--- src/rtl/logic_dec_pkg.sv ---
// Shared types and constants for the MIPS logical-instruction decoder.
// Decoded entries carry the raw imm16; the top zero-extends it to XLEN.
package logic_dec_pkg;

    localparam logic [1:0] LU_AND = 2'b00;
    localparam logic [1:0] LU_OR  = 2'b01;
    localparam logic [1:0] LU_NOR = 2'b10;
    localparam logic [1:0] LU_XOR = 2'b11;

    localparam logic [5:0] OP_SPECIAL = 6'h00;
    localparam logic [5:0] OP_ANDI    = 6'h0C;
    localparam logic [5:0] OP_ORI     = 6'h0D;
    localparam logic [5:0] OP_XORI    = 6'h0E;

    localparam logic [5:0] FN_AND = 6'h24;
    localparam logic [5:0] FN_OR  = 6'h25;
    localparam logic [5:0] FN_XOR = 6'h26;
    localparam logic [5:0] FN_NOR = 6'h27;

    typedef struct packed {
        logic [1:0]  control;
        logic [4:0]  rs;
        logic [4:0]  rt;
        logic [4:0]  dest;
        logic        use_imm;
        logic [15:0] imm;
        logic        illegal;
    } dec_entry_t;

    localparam dec_entry_t DEC_ILLEGAL = '{
        control: LU_AND, rs: 5'd0, rt: 5'd0, dest: 5'd0,
        use_imm: 1'b0, imm: 16'd0, illegal: 1'b1
    };

    function automatic dec_entry_t r_type_entry(input logic [1:0] ctl, input logic [4:0] rs,
                                                input logic [4:0] rt, input logic [4:0] rd);
        dec_entry_t e;
        e.control = ctl;
        e.rs      = rs;
        e.rt      = rt;
        e.dest    = rd;
        e.use_imm = 1'b0;
        e.imm     = 16'd0;
        e.illegal = 1'b0;
        return e;
    endfunction

    // I-type ops write rt and have no second register source.
    function automatic dec_entry_t i_type_entry(input logic [1:0] ctl, input logic [4:0] rs,
                                                input logic [4:0] rt, input logic [15:0] imm);
        dec_entry_t e;
        e.control = ctl;
        e.rs      = rs;
        e.rt      = 5'd0;
        e.dest    = rt;
        e.use_imm = 1'b1;
        e.imm     = imm;
        e.illegal = 1'b0;
        return e;
    endfunction

endpackage

--- src/rtl/logic_dec_table.sv ---
// Pure combinational instruction-word to decoded-entry table.
module logic_dec_table
    import logic_dec_pkg::*;
(
    input  logic [31:0] i_instr,
    output dec_entry_t  o_entry
);

    logic [5:0]  w_opcode;
    logic [4:0]  w_rs;
    logic [4:0]  w_rt;
    logic [4:0]  w_rd;
    logic [4:0]  w_shamt;
    logic [5:0]  w_funct;
    logic [15:0] w_imm;

    assign w_opcode = i_instr[31:26];
    assign w_rs     = i_instr[25:21];
    assign w_rt     = i_instr[20:16];
    assign w_rd     = i_instr[15:11];
    assign w_shamt  = i_instr[10:6];
    assign w_funct  = i_instr[5:0];
    assign w_imm    = i_instr[15:0];

    // Opcode/funct lookup; anything unrecognised collapses to the illegal entry.
    always_comb begin
        o_entry = DEC_ILLEGAL;
        case (w_opcode)
            OP_SPECIAL: begin
                if (w_shamt == 5'd0) begin
                    case (w_funct)
                        FN_AND:  o_entry = r_type_entry(LU_AND, w_rs, w_rt, w_rd);
                        FN_OR:   o_entry = r_type_entry(LU_OR,  w_rs, w_rt, w_rd);
                        FN_NOR:  o_entry = r_type_entry(LU_NOR, w_rs, w_rt, w_rd);
                        FN_XOR:  o_entry = r_type_entry(LU_XOR, w_rs, w_rt, w_rd);
                        default: o_entry = DEC_ILLEGAL;
                    endcase
                end else begin
                    o_entry = DEC_ILLEGAL;
                end
            end
            OP_ANDI: o_entry = i_type_entry(LU_AND, w_rs, w_rt, w_imm);
            OP_ORI:  o_entry = i_type_entry(LU_OR,  w_rs, w_rt, w_imm);
            OP_XORI: o_entry = i_type_entry(LU_XOR, w_rs, w_rt, w_imm);
            default: o_entry = DEC_ILLEGAL;
        endcase
    end

endmodule

--- src/rtl/logic_op_decoder.sv ---
// MIPS logical-op decoder with a 2-entry registered output buffer.
// Define LOGIC_DEC_TRAP_EN to add the sticky illegal-instruction trap.
module logic_op_decoder
    import logic_dec_pkg::*;
#(
    parameter int XLEN = 32
) (
    input  logic            clock,
    input  logic            reset_n,
    input  logic            in_valid,
    output logic            in_ready,
    input  logic [31:0]     in_instr,
    output logic            out_valid,
    input  logic            out_ready,
    output logic [1:0]      out_control,
    output logic [4:0]      out_rs,
    output logic [4:0]      out_rt,
    output logic [4:0]      out_dest,
    output logic            out_use_imm,
    output logic [XLEN-1:0] out_imm,
    output logic            out_illegal
`ifdef LOGIC_DEC_TRAP_EN
    ,
    output logic            trap,
    input  logic            trap_clear
`endif
);

    dec_entry_t w_dec;
    dec_entry_t r_head;
    dec_entry_t r_tail;
    dec_entry_t w_head_nxt;
    dec_entry_t w_tail_nxt;
    logic [1:0] r_count;
    logic [1:0] w_count_nxt;
    logic       w_push;
    logic       w_pop;
    logic       w_stall;

    logic_dec_table u_table (
        .i_instr (in_instr),
        .o_entry (w_dec)
    );

    // in_ready looks only at registered state so the consumer never gates the producer.
    assign in_ready  = (r_count < 2'd2) && !w_stall;
    assign out_valid = (r_count != 2'd0);
    assign w_push    = in_valid && in_ready;
    assign w_pop     = out_valid && out_ready;

`ifdef LOGIC_DEC_TRAP_EN
    logic r_trap;
    logic w_trap_nxt;

    // Set on an illegal push takes priority over a coincident clear.
    always_comb begin
        w_trap_nxt = r_trap;
        if (w_push && w_dec.illegal) begin
            w_trap_nxt = 1'b1;
        end else if (trap_clear) begin
            w_trap_nxt = 1'b0;
        end else begin
            w_trap_nxt = r_trap;
        end
    end

    // Trap state register.
    always_ff @(posedge clock or negedge reset_n) begin
        if (!reset_n) begin
            r_trap <= 1'b0;
        end else begin
            r_trap <= w_trap_nxt;
        end
    end

    assign trap    = r_trap;
    assign w_stall = r_trap;
`else
    assign w_stall = 1'b0;
`endif

    // FIFO next-state: head is the oldest entry, tail is only meaningful at count 2.
    always_comb begin
        w_count_nxt = r_count;
        w_head_nxt  = r_head;
        w_tail_nxt  = r_tail;
        case (r_count)
            2'd0: begin
                if (w_push) begin
                    w_head_nxt  = w_dec;
                    w_count_nxt = 2'd1;
                end else begin
                    w_count_nxt = 2'd0;
                end
            end
            2'd1: begin
                if (w_push && w_pop) begin
                    w_head_nxt  = w_dec;
                end else if (w_push) begin
                    w_tail_nxt  = w_dec;
                    w_count_nxt = 2'd2;
                end else if (w_pop) begin
                    w_head_nxt  = '0;
                    w_count_nxt = 2'd0;
                end else begin
                    w_count_nxt = 2'd1;
                end
            end
            2'd2: begin
                if (w_pop) begin
                    w_head_nxt  = r_tail;
                    w_tail_nxt  = '0;
                    w_count_nxt = 2'd1;
                end else begin
                    w_count_nxt = 2'd2;
                end
            end
            default: begin
                w_head_nxt  = '0;
                w_tail_nxt  = '0;
                w_count_nxt = 2'd0;
            end
        endcase
    end

    // FIFO storage and occupancy registers.
    always_ff @(posedge clock or negedge reset_n) begin
        if (!reset_n) begin
            r_count <= 2'd0;
            r_head  <= '0;
            r_tail  <= '0;
        end else begin
            r_count <= w_count_nxt;
            r_head  <= w_head_nxt;
            r_tail  <= w_tail_nxt;
        end
    end

    assign out_control = r_head.control;
    assign out_rs      = r_head.rs;
    assign out_rt      = r_head.rt;
    assign out_dest    = r_head.dest;
    assign out_use_imm = r_head.use_imm;
    assign out_imm     = {{(XLEN-16){1'b0}}, r_head.imm};
    assign out_illegal = r_head.illegal;

endmodule

--- config.mk ---
export PLATFORM = sky130hd
export DESIGN_NAME = logic_op_decoder
export DESIGN_NICKNAME = d
export VERILOG_FILES = /design/src/rtl/logic_dec_pkg.sv /design/src/rtl/logic_dec_table.sv /design/src/rtl/logic_op_decoder.sv
export SDC_FILE = /design/constraint.sdc
export NUM_CORES = 1
export LEC_CHECK = 0
export CORE_AREA = 5 5 135 98
export DETAILED_ROUTE_END_ITERATION = 10
export DIE_AREA = 0 0 140 103
export HOLD_SLACK_MARGIN = 0.12
export PLACE_DENSITY = 0.6
export RECOVER_POWER = 25
export SYNTH_ARGS = -nofsm -noshare
export SYNTH_HDL_FRONTEND = slang
export SYNTH_SLANG_ARGS = --single-unit
--- constraint.sdc ---
create_clock -name clock -period 3.3 [get_ports clock]
set_input_delay 0.66 -clock clock [delete_from_list [all_inputs] [get_ports clock]]
set_output_delay 0.66 -clock clock [all_outputs]
set_load 0.005 [all_outputs]
==> run_results.csv <==
group,metric,value,unit
sta,skew,0.00682,ns
sta,clock.fmax,0.377,GHz
clock_network,cts_resized,0,
sta,hold_violations,0,
drt,drtIter0Drc,274,
drt,wl_per_cell,17.4,um
yosys,synthCells,298,
clock_network,cts_hold_repair.buffers,0,
critical_path,worstPathArrival,2.90,ns
critical_path,r2r_slack,1.04,ns
finish,area_growth,32.9,%
yosys,ys_warn_count,0,
sta,finalCriticalPeriod,2.65,ns
outcome,failed_checks,"max-capacitance violations, max-slew violations",
finish,drive_above_1_share,0.0894,
flow_run,maxCapViolCount,1,
drt,drcViolationCount,0,
global_route,grt_overflow,0,
power_and_ir_drop,p_leak,1.91,nW
drt,num_vias,2623,
critical_path,worst_setup_path_start_kind,"input pin",
power_and_ir_drop,power-per-cell-area,514,nW/um2
drt,first_pass_iters,4,
worst_hold_path,hold_depth,1,
yosys,async_reset_ff_frac,1.00,
critical_path,end_kind,"register",
critical_path,required,3.55,ns
drt,ant_nets,0,
floorplanning,die_area,14400,um2
sta,whs,0.477,ns
finish,utilization,0.369,
floorplanning,start_util,0.277,
sta,max_slew_margin,-0.339,
clock_network,root_buffer,"clkbuf_16",
yosys,synthFlopType,"dfrtp_1",
finish,multi_input_area,1330,um2
placed_design,io_buffer_count,72,
sta,finalSetupViolations,0,
floorplanning,die_x,140,um
outcome,status,"finished, violations left",
clock_network,numCtsBuffers,9,
yosys,ys_seq_elements,72,
finish,seq_area,1800,um2
clock_network,cts_num_sinks,72,
sta,setup_tns,0,ns
floorplanning,dieHeight,103,um
sta,rsz0062_at_grt,"false",
clock_network,cts_tree,"built",
drt,drt_wl_total,9.21,mm
clock_network,cts_setup_buffers,0,
yosys,syn_avg_cell_area,11.2,um2
global_route,antenna_found_initial,0,
placed_design,detailed_place_hpwl,6.44,mm
finish,num_antenna_cells,0,
floorplanning,io_pins,89,
sta,period_share,0.803,
floorplanning,core,12000,um2
yosys,synth_area,3330,um2
sta,report.final.slew_viol_count,36,
critical_path,worstRegToRegCells,4,
finish,nFillCells,1191,
sta,worst_pin_slew,2.01,ns
critical_path,path_class,"input pin to register",
yosys,yosysUniqueCellTypes,44,
critical_path,cp_max_fo,17,
worst_hold_path,min_path_type,"register to register",
finish,finalNetCount,400,
floorplanning,rows,34,
clock_network,cts_buffer_depth,2,
clock_network,clock_latency,0.32,ns
power_and_ir_drop,power,2.27,mW
finish,mostFrequentLayoutCells,"dfrtp_1, clkdlybuf4s50_1, a22o_1",
clock_network,htreeDepth,3,
placed_design,gp_congestion,0.767,
yosys,synth_edf_count,0,
global_route,gr-usage-all-layers,0.129,
yosys,seq_area_frac_synth,0.541,
finish,layout_commonest_cell,"dfrtp_1",
clock_network,path_clk_slew,0.06,ns
drt,avgViaCountPerCell,4.94,
power_and_ir_drop,max-vdd-ir-drop,0.000277,V
global_route,grt_first_pass_wirelength,14.8,mm
global_route,grt_max_degree,38,
global_route,grt_pass1_vias,2720,
-- cell families after synthesis --
kind of cell | count (synthesis) | synth area share
and+or+nand+nor | 59 | 0.106
AOI/OAI and AO/OA | 123 | 0.265
DFF | 72 | 0.541
xor gates and xnor gates | 3 | 0.00790
buffers and inverters | 40 | 0.0786
other | 1 | 0.00113
-- where the power goes --
group	switching [mW]	internal (mW)
clock	0.375	0.608
sequential	0.0333	0.914
combinational	0.208	0.134
-- layout make-up --
type / instances / share of cell area
timing repair buffer: 79 / 0.176
clock inverter: 6 / 0.0153
inverter: 1 / 0.000849
multi-input combinational: 201 / 0.300
clock buffer: 10 / 0.0540
tap: 162 / 0.0458
sequential: 72 / 0.407
-- cells in the mapped netlist (3+ instances only) --
library cell | n | share of area
a22o_1 | 34 | 0.089
clkbuf_1 | 6 | 0.0068
o21ai_0 | 32 | 0.048
buf_2 | 10 | 0.015
buf_4 | 18 | 0.041
buf_6 | 4 | 0.014
nand2b_1 | 3 | 0.0056
xnor2_1 | 3 | 0.0079
o31ai_1 | 3 | 0.0068
nor2_1 | 5 | 0.0056
a21oi_1 | 4 | 0.0060
a21o_1 | 10 | 0.023
nor2b_1 | 3 | 0.0056
dfrtp_1 | 72 | 0.54
a22oi_1 | 27 | 0.061
nand2_1 | 29 | 0.033
-- through the flow --
step | cells | instance area (um2) | setup slack, ns
after floorplan | 313 | 3380 | 1.36
after global placement | 515 | 4120 | 0.403
after detailed placement | 515 | 4120 | 0.336
after CTS | 531 | 4420 | 0.659
after global routing | 531 | 4420 | 0.379
final | 531 | 4420 | 0.649
-- layer usage --
metal,part of all wire,GRT usage,vias to the layer above
li1,-,-,1216
met1,0.49,0.182,1325
met2,0.45,0.192,72
met3,0.057,0.0389,10
met4,0.011,0.0372,0
met5,0,0,-
-- sequential cells by signal, summed over array words and instances, names as in the netlist --
| name | flops |
|---|---|
| out_control | 2 |
| out_dest | 5 |
| out_illegal | 1 |
| out_imm | 16 |
| out_rs | 5 |
| out_rt | 5 |
| out_use_imm | 1 |
| r_count | 2 |
| r_tail | 35 |
-- path summary, 6_finish.rpt --
path | from | endpoint
max | in_instr[30] | out_imm[5]
min | r_tail[17] | r_tail[17]
max reg2reg | r_count[1] | out_imm[13]
min reg2reg | r_tail[17] | r_tail[17]
max in group asynchronous | reset_n | out_imm[13]
min in group asynchronous | reset_n | out_imm[0]
-- critical path, stage by stage --
cell and delay [ns]:
clkdlybuf4s50_1 0.44, nand4bb_1 0.43, nor4b_4 0.96, a22oi_1 0.19, o21ai_0 0.20
Note: power is estimated with default switching activity, not from simulation.
